## src/rtl/regfile_wb_arbiter.sv

```systemverilog
// Generic FIFO used for buffering LU results.
// Latency: a pushed entry is visible at pop_dat one cycle after the push.
// Backpressure: full blocks pushes; push and pop may happen in the same cycle.
module regfile_wb_fifo #(
    parameter int W     = 8,
    parameter int DEPTH = 2
) (
    input  logic         clk,
    input  logic         rst_n,
    input  logic         push,
    input  logic [W-1:0] push_dat,
    input  logic         pop,
    output logic [W-1:0] pop_dat,
    output logic         full,
    output logic         empty
);
    localparam int AW = $clog2(DEPTH);

    logic [AW:0]  wr_ptr;
    logic [AW:0]  rd_ptr;
    logic [W-1:0] mem [DEPTH];
    logic         do_push;
    logic         do_pop;

    // Extra pointer bit separates full from empty when the indices match.
    assign empty   = (wr_ptr == rd_ptr);
    assign full    = (wr_ptr[AW] != rd_ptr[AW]) && (wr_ptr[AW-1:0] == rd_ptr[AW-1:0]);
    assign pop_dat = mem[rd_ptr[AW-1:0]];
    assign do_push = push && !full;
    assign do_pop  = pop && !empty;

    always_ff @(posedge clk or negedge rst_n) begin
        if (!rst_n) begin
            wr_ptr <= '0;
            rd_ptr <= '0;
        end else begin
            if (do_push) wr_ptr <= wr_ptr + {{AW{1'b0}}, 1'b1};
            if (do_pop)  rd_ptr <= rd_ptr + {{AW{1'b0}}, 1'b1};
        end
    end

    always_ff @(posedge clk) begin
        if (do_push) mem[wr_ptr[AW-1:0]] <= push_dat;
    end
endmodule

// Merges pipeline WB and long-latency-unit results onto the single RF write port.
// Latency: 1 cycle from selection to rf_we/rf_rd/rf_wdata; pending clears one edge later.
// Backpressure: pipeline never stalls; lu_ready drops while the LU FIFO is full.
module regfile_wb_arbiter #(
    parameter int XLEN       = 32,
    parameter int NREG       = 32,
    parameter int FIFO_DEPTH = 2
) (
    input  logic            clk,
    input  logic            rst_n,
    input  logic            pipe_wb_valid,
    input  logic [4:0]      pipe_wb_rd,
    input  logic [XLEN-1:0] pipe_wb_data,
    input  logic            lu_valid,
    output logic            lu_ready,
    input  logic [4:0]      lu_rd,
    input  logic [XLEN-1:0] lu_data,
    input  logic            issue_lu_valid,
    input  logic [4:0]      issue_lu_rd,
    input  logic [4:0]      chk_rs1,
    input  logic [4:0]      chk_rs2,
    output logic            rs1_busy,
    output logic            rs2_busy,
    output logic            rf_we,
    output logic [4:0]      rf_rd,
    output logic [XLEN-1:0] rf_wdata,
    output logic [NREG-1:0] pending
);
    typedef struct packed {
        logic [4:0]      rd;
        logic [XLEN-1:0] data;
    } lu_beat_t;

    lu_beat_t        lu_in;
    lu_beat_t        fifo_head;
    logic            fifo_full;
    logic            fifo_empty;
    logic            fifo_push;
    logic            fifo_pop;
    logic            lu_acc;
    logic            pipe_sel;
    logic            lu_bypass;

    logic            sel_vld;
    logic            sel_lu;
    logic [4:0]      sel_rd;
    logic [XLEN-1:0] sel_data;

    logic            rf_lu;
    logic [NREG-1:0] pend_q;
    logic [NREG-1:0] pend_d;

    assign lu_in     = '{rd: lu_rd, data: lu_data};
    assign lu_ready  = !fifo_full;
    assign lu_acc    = lu_valid && lu_ready;
    assign pipe_sel  = pipe_wb_valid && (pipe_wb_rd != 5'd0);
    assign fifo_pop  = !pipe_sel && !fifo_empty;
    assign lu_bypass = !pipe_sel && fifo_empty && lu_acc;
    assign fifo_push = lu_acc && !lu_bypass;

    regfile_wb_fifo #(
        .W     ($bits(lu_beat_t)),
        .DEPTH (FIFO_DEPTH)
    ) u_lu_fifo (
        .clk      (clk),
        .rst_n    (rst_n),
        .push     (fifo_push),
        .push_dat (lu_in),
        .pop      (fifo_pop),
        .pop_dat  (fifo_head),
        .full     (fifo_full),
        .empty    (fifo_empty)
    );

    always_comb begin
        sel_vld  = 1'b0;
        sel_lu   = 1'b0;
        sel_rd   = 5'd0;
        sel_data = '0;
        if (pipe_sel) begin
            sel_vld  = 1'b1;
            sel_rd   = pipe_wb_rd;
            sel_data = pipe_wb_data;
        end else if (fifo_pop) begin
            sel_vld  = 1'b1;
            sel_lu   = 1'b1;
            sel_rd   = fifo_head.rd;
            sel_data = fifo_head.data;
        end else if (lu_bypass) begin
            sel_vld  = 1'b1;
            sel_lu   = 1'b1;
            sel_rd   = lu_rd;
            sel_data = lu_data;
        end
    end

    // LU-origin writes release their scoreboard bit as the RF captures them; a new issue wins.
    always_comb begin
        pend_d = pend_q;
        if (rf_we && rf_lu)
            pend_d[rf_rd] = 1'b0;
        if (issue_lu_valid && (issue_lu_rd != 5'd0))
            pend_d[issue_lu_rd] = 1'b1;
        pend_d[0] = 1'b0;
    end

    always_ff @(posedge clk or negedge rst_n) begin
        if (!rst_n) begin
            rf_we    <= 1'b0;
            rf_rd    <= 5'd0;
            rf_wdata <= '0;
            rf_lu    <= 1'b0;
            pend_q   <= '0;
        end else begin
            rf_we  <= sel_vld && (sel_rd != 5'd0);
            rf_lu  <= sel_lu;
            pend_q <= pend_d;
            if (sel_vld) begin
                rf_rd    <= sel_rd;
                rf_wdata <= sel_data;
            end
        end
    end

    assign pending  = pend_q;
    assign rs1_busy = pend_q[chk_rs1];
    assign rs2_busy = pend_q[chk_rs2];
endmodule

```

## config.mk

```make
export PLATFORM = sky130hd
export DESIGN_NAME = regfile_wb_arbiter
export DESIGN_NICKNAME = d
export VERILOG_FILES = /design/src/rtl/regfile_wb_arbiter.sv
export SDC_FILE = /design/constraint.sdc
export NUM_CORES = 1
export LEC_CHECK = 0
export CORE_UTILIZATION = 50
export DETAILED_ROUTE_END_ITERATION = 8
export PLACE_DENSITY = 0.83
export SYNTH_ARGS = -nofsm -noshare
export SYNTH_HDL_FRONTEND = slang
export SYNTH_SLANG_ARGS = --single-unit
```

## constraint.sdc

```tcl
create_clock -name clk -period 5 [get_ports clk]
set_clock_uncertainty 0.05 [all_clocks]
set_input_delay 0.5 -clock clk [delete_from_list [all_inputs] [get_ports clk]]
set_output_delay 0.5 -clock clk [all_outputs]
set_load 0.02 [all_outputs]
```

== Word level (Yosys, flattened, before mapping) ==
Memories as Yosys holds them, arrays and structs flattened.
Index checks and enable logic that the tools add are counted.
Storage, ports and cells
  output and inout bits: 73
  bits in writable memories: 74
  bits in registers: 74
  logic and storage cells: 65
  bits of input ports: 94
  memories kept: 1
Memories
  u_lu_fifo.mem: words 2, width 37, read ports 1, clocked after memory_dff 0, wr ports 1, line 21  | logic [W-1:0] mem [DEPTH];
Cells by class
  mux-type cells: 22
  reduce and logical (&&, ||, !) cells: 21
  magnitude comparators: 6
  bitwise gates (word level): 3
  eq/ne operators: 3
  $add $sub $neg: 2
Operator list (count)
  2-to-1 mux 32 bit: 5
  AND 32 bit: 1
  inverter 32 bit: 1
  OR 32 bit: 1
  < comparator 5 x 6 -> 1 bit, second input constant: 4
  2-to-1 mux 5 bit: 3
  nonzero test 5 bit: 3
  logical AND 1 bit: 14
  binary-select mux 1 bit (select 5 bit): 2
  demux 1 bit (select 5 bit): 2
  >= comparator 5 x 1 -> 1 bit, second input constant: 2
  2-to-1 mux 1 bit: 10
  adder 2 x 1 -> 2 bit, second input constant: 2
  zero test 1 bit: 4
  == test 2 bit: 1
  == test 1 bit: 1
  != test 1 bit: 1

== Longest topological paths before layout ==
  depth in word-level cells: 10
  gate-level depth with buffers: 7
  mapped depth without buffers: 5

== By module ==
Synthesis repeated with hierarchy kept, for this count alone.
Second synthesis, totals
  cells, all modules: 531
  area total of the unflattened synthesis: 6867.8 µm²
Modules (own cells, without submodules)
  regfile_wb_arbiter: instances 1, area an instance 3906.2 µm², cells an instance 388
  regfile_wb_fifo: instances 1, area an instance 2961.6 µm², cells an instance 143

== Least setup slack after synthesis ==
Ideal clock, no wire load.
  path kind: reg2reg
  from: register u_lu_fifo.rd_ptr[0]
  to: memory u_lu_fifo.mem[0][0] (netlist bit), enable pin
  data required time: 4.519 ns
  data arrival time: 2.894 ns
  buffers on the path: 3
  cell stages (with the launch flop): 6
  setup slack: 1.625 ns
  clock period less this slack: 3.375 ns
  cells stage by stage: dfrtp_1 buf_2 clkbuf_1 buf_1 o21ai_0 nor2_1
Between the ends
  longest elaborated chain between the ends: 10
  elaborated cells on any way between the ends: 12
  those cells by class: eq/ne: 2; mux: 2; reduce/logical: 8
RTL lines
  from (decl): line 20  | logic [AW:0] rd_ptr;
  from (signal assigned): line 38  | if (do_pop) rd_ptr <= rd_ptr + {{AW{1'b0}}, 1'b1};
  == test 1 bit: line 27  | assign full = (wr_ptr[AW] != rd_ptr[AW]) && (wr_ptr[AW-1:0] == rd_ptr[AW-1:0]);
  logical AND 1 bit: line 27
  zero test 1 bit: line 29, 100
  logical AND 1 bit: line 101  | assign lu_acc = lu_valid && lu_ready;
  logical AND 1 bit: line 104  | assign lu_bypass = !pipe_sel && fifo_empty && lu_acc;
  zero test 1 bit: line 105  | assign fifo_push = lu_acc && !lu_bypass;
  logical AND 1 bit: line 105
  logical AND 1 bit *: line 29  | assign do_push = push && !full;
  2-to-1 mux 1 bit *: line 43  | if (do_push) mem[wr_ptr[AW-1:0]] <= push_dat;
  2-to-1 mux 1 bit (not written as such) *: line 43
  to (decl): line 21
Every way passes the cells marked *; elsewhere a longest branch is shown, timed or not.

== Final worst setup path ==
  from: input port chk_rs2[0]
  to: output port rs2_busy
Between the ends
  longest elaborated chain between the ends: 2
RTL lines
  from (decl): line 67  | input logic [4:0] chk_rs2,
  binary-select mux 1 bit (select 5 bit): line 173  | assign rs2_busy = pend_q[chk_rs2];
  2-to-1 mux 1 bit (not written as such): line 173
  to (decl): line 69  | output logic rs2_busy,
No other way between the ends. The select of a mux whose other input is x is not followed.

==> metrics <==
status=complete, no violations; via count=5252; post_cts resized=0; adder-cell area share of the yosys netlist=0; Peak VDD IR=324 uV; reg2reg setup slack=2.27 ns; Post-CTS Hold Buffers=0; sequence of cells on the critical path=clkdlybuf4s50_1 > mux4_2 > mux4_2 > mux2_2 > clkdlybuf4s50_1; Worst-Margin Slew=1.18 ns; WP data arrival=around 3.1 ns; # port buffers=roughly 170; Startpoint Class=input pin; CTS HTree Levels=4; P&R area growth vs syn=33.6%; CTS max path bufs=2; layout cell share with drive strength beyond 1=0.0965; met2 wire len=8470 um; Setup Fix Bufs, Post-CTS=0; Synth Area in Compound Gates=0.180; Clock Sinks=roughly 150; Clock Power Share=0.207; total CTS buffers=17; final slew viol count=0; Post-synth ARST share=0.500; Area after DPL=0.00857 mm^2; Syn Nets=624; Switching Share=0.376; Yosys cell types=40; P_leak=3.14 nW; first-pass GRT wire length=27900 um; Commonest cells post-synth=o21ai_0 (97), dfrtp_1 (74), edfxtp_1 (74); setup TNS=0 ns; fmax=272 MHz; combinational family with the most area after synthesis=compound AO/OA/AOI/OAI gates; met3 WL=1440 um; top-count cell post-synth=o21ai_0; post-route setup slack=1.33 ns; Starting Density=0.514; worst r2r dst=rf_we; Cell Area, Synth=0.00684 mm^2; clk_lat worst skew=about 0.42 ns; synthesized area per cell=12.9 um^2; Sequential Power Share=0.357; r2r startpoint=u_lu_fifo.rd_ptr[0]; Slowest-stage cell, CP=clkdlybuf4s50_1; switching pwr=2.19 mW; min-delay worst type=input pin to async pin; Layout Nets=775; WS Path Type=input pin to output pin; gp weighted congestion=0.894; max incr delay on CP=0.78 ns; DR DRC count=0; Die H=119 um; vias in the first global route=5340; # rows=42; sequential share of the synthesized area=0.596; critical path fanouts, max=9; mux cell area share after synthesis=0.0752; Post-Syn Instances=530; post-synth top area share=0.325; Synth area leaders=edfxtp_1 (32%), dfrtp_1 (27%), o21ai_0 (7.1%), mux4_2 (5.9%), o221a_1 (4.9%); CP Capture Type=output pin; DR top layer=met4; initial antenna violation count=0; minimum clock period=between 3 and 4 ns; diode count=0; Core Box Area=0.0133 mm^2; Relative slew margins=0.214; Int Pwr=3.63 mW; Logic pwr share=0.436; P per Cell Area=between 600 and 700 mW/mm^2; # IOs=between 150 and 200; die area=0.0142 mm^2; final setup violation count=0; synth warn=0; final wirelength=approximately 17000 um; Final Cell Area=about 0.0091 mm^2; leading area contributor after synthesis=edfxtp_1; simple logic cell fraction of the synthesized area=0.111; All-Layer GR Usage=0.255; met1 WL=7190 um; part of the cycle the worst path needs=0.735; EDFF count, synth=74; prevailing post-synth register cell=edfxtp_1; Yosys reg bits=roughly 150; Pre-antenna DRT Iters=5; RSZ-0062 raised after global routing=false; CP required=4.45 ns; vias per inst=6.04; final hold vios=0; CTS tree=done; largest net degree at the start of global routing=75; gr ovfl total=0; Max-cap violations=0; ANT nets after route=0; clock-pin slew on the worst setup and hold paths=0.05 ns; Setup WS pre-CTS=1.30 ns; R2R depth=7; Detail Placement HPWL=11400 um; die width=119 um; XOR/XNOR share of the synthesized area=0.00896; root buf cell=clkbuf_16; routed len/inst=between 20 and 25 um; Initial DRC Count=465
-- placed cells by master (no fill, tap or decap), types with 2 or more instances in the layout --
| master | count |
|---|---|
| nand2_1 | 23 |
| nand3b_1 | 8 |
| o311ai_0 | 2 |
| dfrtp_1 | 73 |
| o31ai_1 | 2 |
| a21oi_1 | 4 |
| a31oi_1 | 3 |
| o21ai_0 | 97 |
| or3b_2 | 3 |
| clkbuf_8 | 3 |
| clkbuf_16 | 18 |
| edfxtp_1 | 74 |
| inv_1 | 3 |
| a21o_1 | 3 |
| nor3_1 | 3 |
| buf_4 | 6 |
| nor2_1 | 11 |
| mux2i_1 | 3 |
| clkbuf_1 | 8 |
| mux4_2 | 18 |
| xor2_1 | 3 |
| clkdlybuf4s50_1 | 164 |
| nand3_1 | 7 |
| mux2_2 | 7 |
| xnor2_1 | 4 |
| or3_1 | 4 |
| nor2b_1 | 31 |
| nor3b_1 | 31 |
| a211oi_1 | 32 |
| o221a_1 | 30 |
-- how the worst max path moves through the flow --
stage,startpoint,endpoint,depth (start not counted)
floorplan,u_lu_fifo.rd_ptr[0],u_lu_fifo.mem[0][0],5
global placement,chk_rs1[0],rs1_busy,5
detailed placement,chk_rs1[0],rs1_busy,5
CTS,chk_rs1[0],rs1_busy,5
global route,chk_rs1[0],rs1_busy,5
finish,chk_rs2[0],rs2_busy,5
-- power groups by stage --
| stage | clock (mW) | combinational, mW | sequential, mW |
|---|---|---|---|
| after CTS | 1.22 | 2.55 | 2.07 |
| after global placement | 0 | 2.46 | 2.06 |
| after global routing | 1.27 | 2.73 | 2.12 |
| after detailed placement | 0 | 2.53 | 2.08 |
| final | 1.20 | 2.54 | 2.08 |
| after floorplan | 0 | 1.22 | 2.30 |
-- per-layer routing --
layer	track usage	up-vias
li1	-	2369
met1	0.326	2583
met2	0.407	269
met3	0.0814	31
met4	0.0981	0
met5	0	-
-- worst max-delay path: cells and delay by family --
kind,cells,cell delay (ns)
buffers and inverters,2,1.31
muxes,3,1.31
-- per-stage QoR --
| step | hold WS [ns] | instances | power (mW) | utilization |
|---|---|---|---|---|
| after global routing | 0.268 | 870 | 6.12 | 0.687 |
| after detailed placement | 0.457 | 838 | 4.61 | 0.645 |
| after global placement | 0.452 | 838 | 4.53 | 0.645 |
| final | 0.185 | 870 | 5.82 | 0.687 |
| after floorplan | 0.154 | 530 | 3.52 | - |
| after CTS | 0.202 | 870 | 5.84 | 0.687 |
-- state kept, by name, indices dropped and copies added, names as in the netlist --
| register | count |
|---|---|
| u_lu_fifo.wr_ptr | 2 |
| u_lu_fifo.rd_ptr | 2 |
| rf_lu | 1 |
| u_lu_fifo.mem | 74 |
| rf_we | 1 |
| rf_wdata | 32 |
| rf_rd | 5 |
| pending | 31 |
-- logic make-up after synthesis --
family | after synthesis
compound gates | 177
mux | 28
xor+xnor | 7
simple gates | 128
flops | 148
other cells | 1
buf+inv | 41
-- final cells by class --
type | instances | area, um^2
Clock buffer | 29 | 522
Clock inverter | 3 | 41.3
Fill cell | 936 | 4160
Inverter | 3 | 11.3
Multi-Input combinational cell | 341 | 2580
Sequential cell | 148 | 4080
Tap cell | 176 | 220
Timing Repair Buffer | 170 | 1690
(Power assumes the default switching activity.)
